**src/rtl/vga_pkg.sv**
```systemverilog
// Shared VGA timing constants, colour constants and scroll state type
// for the 800x600@72 Hz raster-scan logo source.
package vga_pkg;

    localparam int unsigned COORD_W = 11;
    localparam int unsigned RGB_W   = 9;
    localparam int unsigned FCNT_W  = 4;

    localparam int unsigned VGA_H_VIS   = 800;
    localparam int unsigned VGA_H_FP    = 56;
    localparam int unsigned VGA_H_SYNC  = 120;
    localparam int unsigned VGA_H_BP    = 64;
    localparam int unsigned VGA_H_TOTAL = VGA_H_VIS + VGA_H_FP + VGA_H_SYNC + VGA_H_BP;

    localparam int unsigned VGA_V_VIS   = 600;
    localparam int unsigned VGA_V_FP    = 37;
    localparam int unsigned VGA_V_SYNC  = 6;
    localparam int unsigned VGA_V_BP    = 23;
    localparam int unsigned VGA_V_TOTAL = VGA_V_VIS + VGA_V_FP + VGA_V_SYNC + VGA_V_BP;

    localparam int unsigned VGA_DELT_MAX  = 200;
    localparam int unsigned VGA_FRAME_DIV = 2;

    localparam logic [RGB_W-1:0] VGA_FG_RGB = 9'h1FF;
    localparam logic [RGB_W-1:0] VGA_BG_RGB = 9'h000;
    localparam logic [RGB_W-1:0] RGB_OFF    = 9'h000;

    typedef enum logic {
        RIGHT = 1'b0,
        LEFT  = 1'b1
    } scroll_state_e;

endpackage

```
**src/rtl/vga_sync_counter.sv**
```systemverilog
// Raster x/y counters with combinational sync/active decode and a
// registered frame_start pulse presented together with x=0,y=0.
module vga_sync_counter
    import vga_pkg::*;
#(
    parameter int unsigned H_VIS  = VGA_H_VIS,
    parameter int unsigned H_FP   = VGA_H_FP,
    parameter int unsigned H_SYNC = VGA_H_SYNC,
    parameter int unsigned H_BP   = VGA_H_BP,
    parameter int unsigned V_VIS  = VGA_V_VIS,
    parameter int unsigned V_FP   = VGA_V_FP,
    parameter int unsigned V_SYNC = VGA_V_SYNC,
    parameter int unsigned V_BP   = VGA_V_BP
) (
    input  logic               clk,
    input  logic               rst,
    output logic [COORD_W-1:0] o_x,
    output logic [COORD_W-1:0] o_y,
    output logic               o_frame_start,
    output logic               o_running,
    output logic               o_active_c,
    output logic               o_hsync_c,
    output logic               o_vsync_c,
    output logic               o_step_pt_c
);

    localparam int unsigned H_TOT = H_VIS + H_FP + H_SYNC + H_BP;
    localparam int unsigned V_TOT = V_VIS + V_FP + V_SYNC + V_BP;

    localparam logic [COORD_W-1:0] X_LAST   = COORD_W'(H_TOT - 1);
    localparam logic [COORD_W-1:0] Y_LAST   = COORD_W'(V_TOT - 1);
    localparam logic [COORD_W-1:0] X_VIS    = COORD_W'(H_VIS);
    localparam logic [COORD_W-1:0] Y_VIS    = COORD_W'(V_VIS);
    localparam logic [COORD_W-1:0] HS_BEG   = COORD_W'(H_VIS + H_FP);
    localparam logic [COORD_W-1:0] HS_END   = COORD_W'(H_VIS + H_FP + H_SYNC);
    localparam logic [COORD_W-1:0] VS_BEG   = COORD_W'(V_VIS + V_FP);
    localparam logic [COORD_W-1:0] VS_END   = COORD_W'(V_VIS + V_FP + V_SYNC);
    localparam logic [COORD_W-1:0] Y_PRE_VB = COORD_W'(V_VIS - 1);

    logic [COORD_W-1:0] r_x;
    logic [COORD_W-1:0] r_y;
    logic               r_run;
    logic               r_frame_start;

    // First clock after reset only arms the scan, so 0,0 is presented with frame_start.
    always_ff @(posedge clk or posedge rst) begin
        if (rst) begin
            r_x           <= '0;
            r_y           <= '0;
            r_run         <= 1'b0;
            r_frame_start <= 1'b0;
        end else if (!r_run) begin
            r_run         <= 1'b1;
            r_frame_start <= 1'b1;
        end else begin
            r_frame_start <= (r_x == X_LAST) && (r_y == Y_LAST);
            if (r_x == X_LAST) begin
                r_x <= '0;
                r_y <= (r_y == Y_LAST) ? '0 : r_y + 1'b1;
            end else begin
                r_x <= r_x + 1'b1;
            end
        end
    end

    assign o_x           = r_x;
    assign o_y           = r_y;
    assign o_frame_start = r_frame_start;
    assign o_running     = r_run;

    assign o_active_c  = (r_x < X_VIS) && (r_y < Y_VIS);
    assign o_hsync_c   = (r_x >= HS_BEG) && (r_x < HS_END);
    assign o_vsync_c   = (r_y >= VS_BEG) && (r_y < VS_END);
    // Last cycle before x=0,y=V_VIS: an update here lands exactly on the step point.
    assign o_step_pt_c = r_run && (r_x == X_LAST) && (r_y == Y_PRE_VB);

endmodule

```
**src/rtl/vga_logo_scanner.sv**
```systemverilog
// Raster-scan source for the logo painters: coordinates, scroll offset, registered sync/colour.
// Scroll FSM and frame divider are built only when LOGO_SCROLL_EN is defined.
module vga_logo_scanner
    import vga_pkg::*;
#(
    parameter int unsigned      H_VIS     = VGA_H_VIS,
    parameter int unsigned      H_FP      = VGA_H_FP,
    parameter int unsigned      H_SYNC    = VGA_H_SYNC,
    parameter int unsigned      H_BP      = VGA_H_BP,
    parameter int unsigned      V_VIS     = VGA_V_VIS,
    parameter int unsigned      V_FP      = VGA_V_FP,
    parameter int unsigned      V_SYNC    = VGA_V_SYNC,
    parameter int unsigned      V_BP      = VGA_V_BP,
    parameter int unsigned      DELT_MAX  = VGA_DELT_MAX,
    parameter int unsigned      FRAME_DIV = VGA_FRAME_DIV,
    parameter logic [RGB_W-1:0] FG_RGB    = VGA_FG_RGB,
    parameter logic [RGB_W-1:0] BG_RGB    = VGA_BG_RGB
) (
    input  logic               clk,
    input  logic               rst,
    input  logic               scroll_en,
    input  logic               hit,
    output logic [COORD_W-1:0] x,
    output logic [COORD_W-1:0] y,
    output logic [COORD_W-1:0] delt,
    output logic               frame_start,
    output logic               hsync,
    output logic               vsync,
    output logic [RGB_W-1:0]   rgb
);

    logic w_running;
    logic w_active_c;
    logic w_hsync_c;
    logic w_vsync_c;
    logic w_step_pt_c;

    vga_sync_counter #(
        .H_VIS  (H_VIS),
        .H_FP   (H_FP),
        .H_SYNC (H_SYNC),
        .H_BP   (H_BP),
        .V_VIS  (V_VIS),
        .V_FP   (V_FP),
        .V_SYNC (V_SYNC),
        .V_BP   (V_BP)
    ) u_sync (
        .clk           (clk),
        .rst           (rst),
        .o_x           (x),
        .o_y           (y),
        .o_frame_start (frame_start),
        .o_running     (w_running),
        .o_active_c    (w_active_c),
        .o_hsync_c     (w_hsync_c),
        .o_vsync_c     (w_vsync_c),
        .o_step_pt_c   (w_step_pt_c)
    );

    logic               r_hsync;
    logic               r_vsync;
    logic [RGB_W-1:0]   r_rgb;

    // Sync and colour share one pipeline stage so they stay aligned at the pins.
    always_ff @(posedge clk or posedge rst) begin
        if (rst) begin
            r_hsync <= 1'b0;
            r_vsync <= 1'b0;
            r_rgb   <= RGB_OFF;
        end else if (w_running) begin
            r_hsync <= w_hsync_c;
            r_vsync <= w_vsync_c;
            r_rgb   <= !w_active_c ? RGB_OFF : (hit ? FG_RGB : BG_RGB);
        end
    end

    assign hsync = r_hsync;
    assign vsync = r_vsync;
    assign rgb   = r_rgb;

`ifdef LOGO_SCROLL_EN
    localparam logic [FCNT_W-1:0]  DIV_LAST = FCNT_W'(FRAME_DIV - 1);
    localparam logic [COORD_W-1:0] DELT_TOP = COORD_W'(DELT_MAX);

    scroll_state_e      r_state;
    scroll_state_e      w_state_nxt;
    logic [COORD_W-1:0] r_delt;
    logic [COORD_W-1:0] w_delt_nxt;
    logic [FCNT_W-1:0]  r_fcnt;
    logic [FCNT_W-1:0]  w_fcnt_nxt;

    always_ff @(posedge clk or posedge rst) begin
        if (rst) begin
            r_state <= RIGHT;
            r_delt  <= '0;
            r_fcnt  <= '0;
        end else begin
            r_state <= w_state_nxt;
            r_delt  <= w_delt_nxt;
            r_fcnt  <= w_fcnt_nxt;
        end
    end

    // Frame divider always runs; the offset only moves when scrolling is enabled.
    always_comb begin
        w_state_nxt = r_state;
        w_delt_nxt  = r_delt;
        w_fcnt_nxt  = r_fcnt;
        if (w_step_pt_c) begin
            if (r_fcnt == DIV_LAST) begin
                w_fcnt_nxt = '0;
                if (scroll_en) begin
                    unique case (r_state)
                        RIGHT: begin
                            w_delt_nxt = r_delt + 1'b1;
                            if (w_delt_nxt == DELT_TOP) w_state_nxt = LEFT;
                        end
                        LEFT: begin
                            w_delt_nxt = r_delt - 1'b1;
                            if (w_delt_nxt == '0) w_state_nxt = RIGHT;
                        end
                    endcase
                end
            end else begin
                w_fcnt_nxt = r_fcnt + 1'b1;
            end
        end
    end

    assign delt = r_delt;
`else
    localparam int unsigned unused_cfg = DELT_MAX + FRAME_DIV;
    logic w_unused;

    assign w_unused = ^{scroll_en, w_step_pt_c};
    assign delt     = '0;
`endif

endmodule

```
**config.mk**
```make
export PLATFORM = sky130hd
export DESIGN_NAME = vga_logo_scanner
export DESIGN_NICKNAME = d
export VERILOG_FILES = /design/src/rtl/vga_pkg.sv /design/src/rtl/vga_sync_counter.sv /design/src/rtl/vga_logo_scanner.sv
export SDC_FILE = /design/constraint.sdc
export NUM_CORES = 1
export LEC_CHECK = 0
export ABC_AREA = 1
export BUFFER_PORTS_ARGS = -buffer_cell sky130_fd_sc_hd__buf_4
export CAP_MARGIN = 15
export CORE_MARGIN = 3
export CORE_UTILIZATION = 57
export DETAILED_ROUTE_END_ITERATION = 6
export GPL_TIMING_DRIVEN = 0
export MAX_ROUTING_LAYER = met4
export PLACE_DENSITY = 0.89
export SETUP_SLACK_MARGIN = 0.05
export SLEW_MARGIN = 30
export SYNTH_ARGS = -nofsm -noshare
export SYNTH_HDL_FRONTEND = slang
export SYNTH_SLANG_ARGS = --single-unit
```
**constraint.sdc**
```tcl
create_clock -name clk -period 4.13 [get_ports clk]
set_clock_uncertainty 0.05 [all_clocks]
set_input_delay 0.826 -clock clk [delete_from_list [all_inputs] [get_ports clk]]
set_output_delay 0.826 -clock clk [all_outputs]
set_load 0.02 [all_outputs]
```
==> results.json, run 1 <==
{
  "cap_violations": 0,
  "grt_use_total_pct": 22.1,
  "drcViolationCount": 0,
  "h-tree-depth": 1,
  "ys_seq_elements": 27,
  "drt_iter0_drc": 58,
  "path_clk_slew_ps": 150,
  "worstPathArrival_ps": 1150,
  "ios": 49,
  "fillers": 276,
  "synth_edf_count": 0,
  "r2r-start": "u_sync.o_y[0]",
  "fin_util_pct": 73.4,
  "area_growth_pct": 20.6,
  "relSlewSlack_pct": 63.0,
  "cts_hold_buf": 0,
  "num-nets-final": 312,
  "die_x_um": 63.6,
  "power.density_nw_per_um2": 302,
  "drv_slew": 0,
  "final_antenna_net_count": 0,
  "final_common_cell": "nand2_1",
  "crit_family": "flip-flops",
  "rsz0062_at_grt": "false",
  "cp-start-kind": "register",
  "clock-sinks": 27,
  "cts-root-buf": "clkbuf_4",
  "path_buf_inv": 2,
  "cts.path.max_buffers": 2,
  "layout_common_cells": "nand2_1, buf_4, inv_1",
  "coreArea_sq_um": 3100,
  "seqPwrFrac_pct": 47.9,
  "min_path_type": "register to register",
  "drive_gt1_share_pct": 26.1,
  "postCtsSetupBuffers": 0,
  "fmax_mhz": 494,
  "crit_path_cell_trace": "buf_4 > buf_4",
  "grt_overflow": 0,
  "start_util_pct": 60.8,
  "end_kind": "output pin",
  "critical_path_required_ps": 3250,
  "p_int_uw": 430,
  "cts_resized": 0,
  "tritoncts": "built",
  "cp_slowest_cell": "dfrtp_1",
  "wl_um": 3930,
  "worst_pin_slew_ps": 554,
  "synth_ff_type": "dfrtp_1",
  "synthArstFlopShare_pct": 100,
  "ys_warn_count": 0,
  "cp_common_cell": "buf_4",
  "sw_frac_of_total_pct": 37.6,
  "status": "completed",
  "final.setup.tns_ps": 0,
  "setup_slack_ps": 2100,
  "first_pass_iters": 4,
  "dp_hpwl_um": 3040,
  "grt_pass1_wl_um": 7110,
  "fin_crit_sh_pct": 49.0,
  "die-area_sq_um": 4040,
  "numCtsBuffers": 3,
  "die_y_um": 63.6,
  "min-delay-start": "hsync",
  "startpoint": "rgb[7]",
  "floorplan.rows": 20,
  "syn_area_sq_um": 1890,
  "clock_latency_ps": 330,
  "yosysUniqueCellTypes": 30,
  "io_buffers": 36,
  "ys_seq_area_share_pct": 35.8,
  "crit_fanout": 10,
  "combPwrFrac_pct": 35.0,
  "grt_max_degree": 28,
  "ir_drop_mv": 0.253,
  "n_antenna_cell": 0,
  "vias_per_cell": 4.93,
  "vias": 1711,
  "leakage_uw": 0.00128,
  "setup-violations-final": 0,
  "syn_inst": 253,
  "hold_violations": 0,
  "synth.avg_cell_area_sq_um": 7.46,
  "p_clk_share_pct": 17.1,
  "wl_per_cell_um": 11.3,
  "pre_cts_ws_ps": 2470,
  "grt_pass1_vias": 1564,
  "cp_slowest_stage_delay_ps": 500,
  "grt_antenna_before_repair": 0,
  "gp_congestion": 0.934,
  "path_class": "register to output pin",
  "period_needed_ps": 2030,
  "switchingPower_uw": 259
}
[layer usage]
layer / vias to the layer above / global-route usage [%] / wire length [um]
li1: 861 / - / -
met1: 785 / 30.4 / 1790
met2: 60 / 34.8 / 1840
met3: 5 / 2.67 / 253
met4: 0 / 5.66 / 42
met5: - / - / 0
[kinds of logic after synthesis]
logic type | synth area share [%]
DFF | 35.8
xor gates and xnor gates | 5.57
AOI/OAI and AO/OA | 3.84
buffers and inverters | 16.8
other | 0.398
and+or+nand+nor | 35.0
adders and majority gates | 2.65
[sequential cells by signal (all words and copies together), names as in the netlist]
name,count
u_sync.o_x,11
u_sync.o_y,11
hsync,1
rgb,1
u_sync.o_frame_start,1
u_sync.o_running,1
vsync,1
[worst min-delay path, cell delays in order (launching register included)]
cell and delay, ps:
dfrtp_1 380, nand2_1 50, nand2_1 50
[metrics by stage]
stage               cell area, sq um  hold WS, ps  total power, uW  cells
floorplan                       1930          537              499    263
global placement                2250          415              572    343
detailed placement              2250          425              576    343
CTS                             2280          460              695    347
global route                    2280          495              736    347
finish                          2280          458              689    347
[cell usage after synthesis (all sizes together), types with 2 or more instances]
library cell / number / area [sq um]
xor2: 11 / 96.3
nand3: 20 / 123
nor2: 26 / 123
a21oi: 3 / 15.0
nand3b: 5 / 37.5
conb: 2 / 7.51
ha: 4 / 50.1
nand4: 7 / 56.3
inv: 32 / 120
buf: 25 / 191
nor3: 6 / 46.3
nand2: 71 / 269
dfrtp: 27 / 676
o21ai: 10 / 50.0
[layout make-up]
| cell class | count | area, sq um | share of cell area, % |
|---|---|---|---|
| Buffer | 25 | 191 | 8.41 |
| Multi-Input combinational cell | 178 | 933 | 41.0 |
| Tap cell | 44 | 55.1 | 2.42 |
| Timing Repair Buffer | 36 | 270 | 11.9 |
| Sequential cell | 27 | 676 | 29.7 |
| Clock buffer | 4 | 26.3 | 1.15 |
| Inverter | 33 | 125 | 5.49 |
[power groups by stage]
stage	combinational [uW]	clock [uW]	sequential, uW
floorplan	139	0	360
global placement	238	0	334
detailed placement	242	0	334
CTS	243	123	330
global route	266	134	336
finish	241	118	330
[worst paths after layout]
check,end,slack [ps],depth (start not counted)
setup / recovery,rgb[5],2100,2
hold / removal,hsync,460,2
max in group asynchronous,u_sync.o_y[7],3190,2
hold reg to reg,hsync,460,2
setup reg to reg,u_sync.o_y[10],2550,7
min in group asynchronous,u_sync.o_frame_start,480,2
No activity file was read; power rests on OpenSTA's default activity.
==> run 2: changes to the inputs <==
CORE_UTILIZATION = 53   (was 57)
PLACE_DENSITY = 0.84   (was 0.89)
clock period = 1.9 ns   (was 4.13 ns; I/O delays follow)
==> run 2 against run 1 <==
Net effect:
- wire length rose by 3.6%
- register-to-register slack got worse by 2200 ps
- flip-flop and latch count did not move
- clock power rose by 130%
- critical path depth did not move
- die area rose by 6.8%
- final cell count rose by 0.58%
- via count rose by 0.53%
- count of clock-buffer cells in the layout did not move
- global-route usage fell by 1.5 points
- sequential power rose by 120%
==> results.json, run 2 (synthesis results as in run 1) <==
{
  "floorplan.rows": 21,
  "die_y_um": 65.7,
  "ios": 49,
  "r2r-end": "u_sync.o_y[10]",
  "power.density_nw_per_um2": 662,
  "cts_hold_buf": 0,
  "h-tree-depth": 1,
  "grt_use_total_pct": 20.7,
  "cts_resized": 0,
  "wl_um": 4070,
  "drt_iter0_drc": 103,
  "drv_slew": 0,
  "final_common_cell": "nand2_1",
  "path_clk_slew_ps": 150,
  "die_x_um": 65.7,
  "drive_gt1_share_pct": 26.1,
  "path_class": "register to output pin",
  "fin_crit_sh_pct": 83.4,
  "final_area_sq_um": 2280,
  "final.setup.tns_ps": 0,
  "rrSetupSlack_ps": 400,
  "fmax_mhz": 631,
  "drcViolationCount": 0,
  "start_util_pct": 55.7,
  "final_antenna_net_count": 0,
  "tritoncts": "built",
  "clock-sinks": 27,
  "vias_per_cell": 4.93,
  "io_buffers": 36,
  "end_kind": "output pin",
  "grt_pass1_vias": 1632,
  "ir_drop_mv": 0.389,
  "cp-start-kind": "register",
  "place_area_sq_um": 2250,
  "die-area_sq_um": 4310,
  "critical_path_required_ps": 1470,
  "min_path_type": "input port to async pin",
  "wl_per_cell_um": 11.7,
  "relSlewSlack_pct": 62.5,
  "hold_violations": 0,
  "first_pass_iters": 5,
  "crit_fanout": 10,
  "worstPathArrival_ps": 1160,
  "n_antenna_cell": 0,
  "worst_pin_slew_ps": 562,
  "leakage_uw": 0.00128,
  "status": "completed",
  "num-nets-final": 312,
  "r2r-start": "u_sync.o_y[0]",
  "postCtsSetupBuffers": 0,
  "fillers": 301,
  "grt_antenna_before_repair": 0,
  "grt_overflow": 0,
  "power_uw": 1510,
  "clock_latency_ps": 330,
  "cts.path.max_buffers": 2,
  "dp_hpwl_um": 3060,
  "rr_worst_depth": 7,
  "vias": 1720,
  "period_needed_ps": 1590,
  "gp_congestion": 0.870,
  "grt_max_degree": 28,
  "cts-root-buf": "clkbuf_4",
  "rsz0062_at_grt": "false",
  "coreArea_sq_um": 3390,
  "setup-violations-final": 0,
  "cap_violations": 0,
  "area_growth_pct": 20.7,
  "numCtsBuffers": 3,
  "grt_pass1_wl_um": 6880,
  "layout_common_cells": "nand2_1, buf_4, inv_1",
  "fin_util_pct": 67.3
}
[run 2: cell counts in the layout (fill, tap and decap cells not counted)]
No cell type changed its count.
[run 2: critical path, cell delays in order, from the launching register on]
cell,delay (ps)
dfrtp_1,500
buf_4,170
buf_4,150
[run 2: area by class of cell]
| class | instances | area [sq um] | share of cell area, % |
|---|---|---|---|
| multi-input combinational | 178 | 933 | 40.9 |
| clock buffer | 4 | 26.3 | 1.15 |
| timing repair buffer | 36 | 270 | 11.9 |
| buffer | 25 | 191 | 8.40 |
| tap | 46 | 57.6 | 2.52 |
| sequential | 27 | 676 | 29.6 |
| inverter | 33 | 125 | 5.49 |
[run 2: per-layer routing]
| metal | vias up | GRT usage [%] | share of wire (%) |
|---|---|---|---|
| li1 | 853 | - | - |
| met1 | 799 | 22.9 | 41 |
| met2 | 60 | 36.7 | 52 |
| met3 | 8 | 5.30 | 5.5 |
| met4 | 0 | 5.44 | 1.3 |
| met5 | - | - | 0 |
[run 2: worst max path at each step]
| stage | startpoint | endpoint |
|---|---|---|
| after floorplan | u_sync.o_x[1] | u_sync.o_y[5] |
| after global placement | u_sync.o_y[0] | u_sync.o_y[10] |
| after detailed placement | u_sync.o_x[1] | u_sync.o_y[5] |
| after CTS | rgb[7] | rgb[2] |
| after global routing | u_sync.o_y[0] | u_sync.o_y[10] |
| final | rgb[7] | rgb[2] |
[run 2: stage by stage]
step / hold WS (ps) / setup WS, ps / cells
final: 23.7 / 315 / 349
after global routing: 66.6 / 218 / 349
after CTS: 52.9 / 296 / 349
after detailed placement: 420 / 414 / 345
after global placement: 418 / 432 / 345
after floorplan: 383 / 391 / 263
[run 2: where the power goes]
group          leakage (uW)  internal (uW)  total [uW]  switching (uW)
sequential         0.000361            631         716            84.9
clock             0.0000150           82.5         266             183
combinational      0.000904            222         528             307
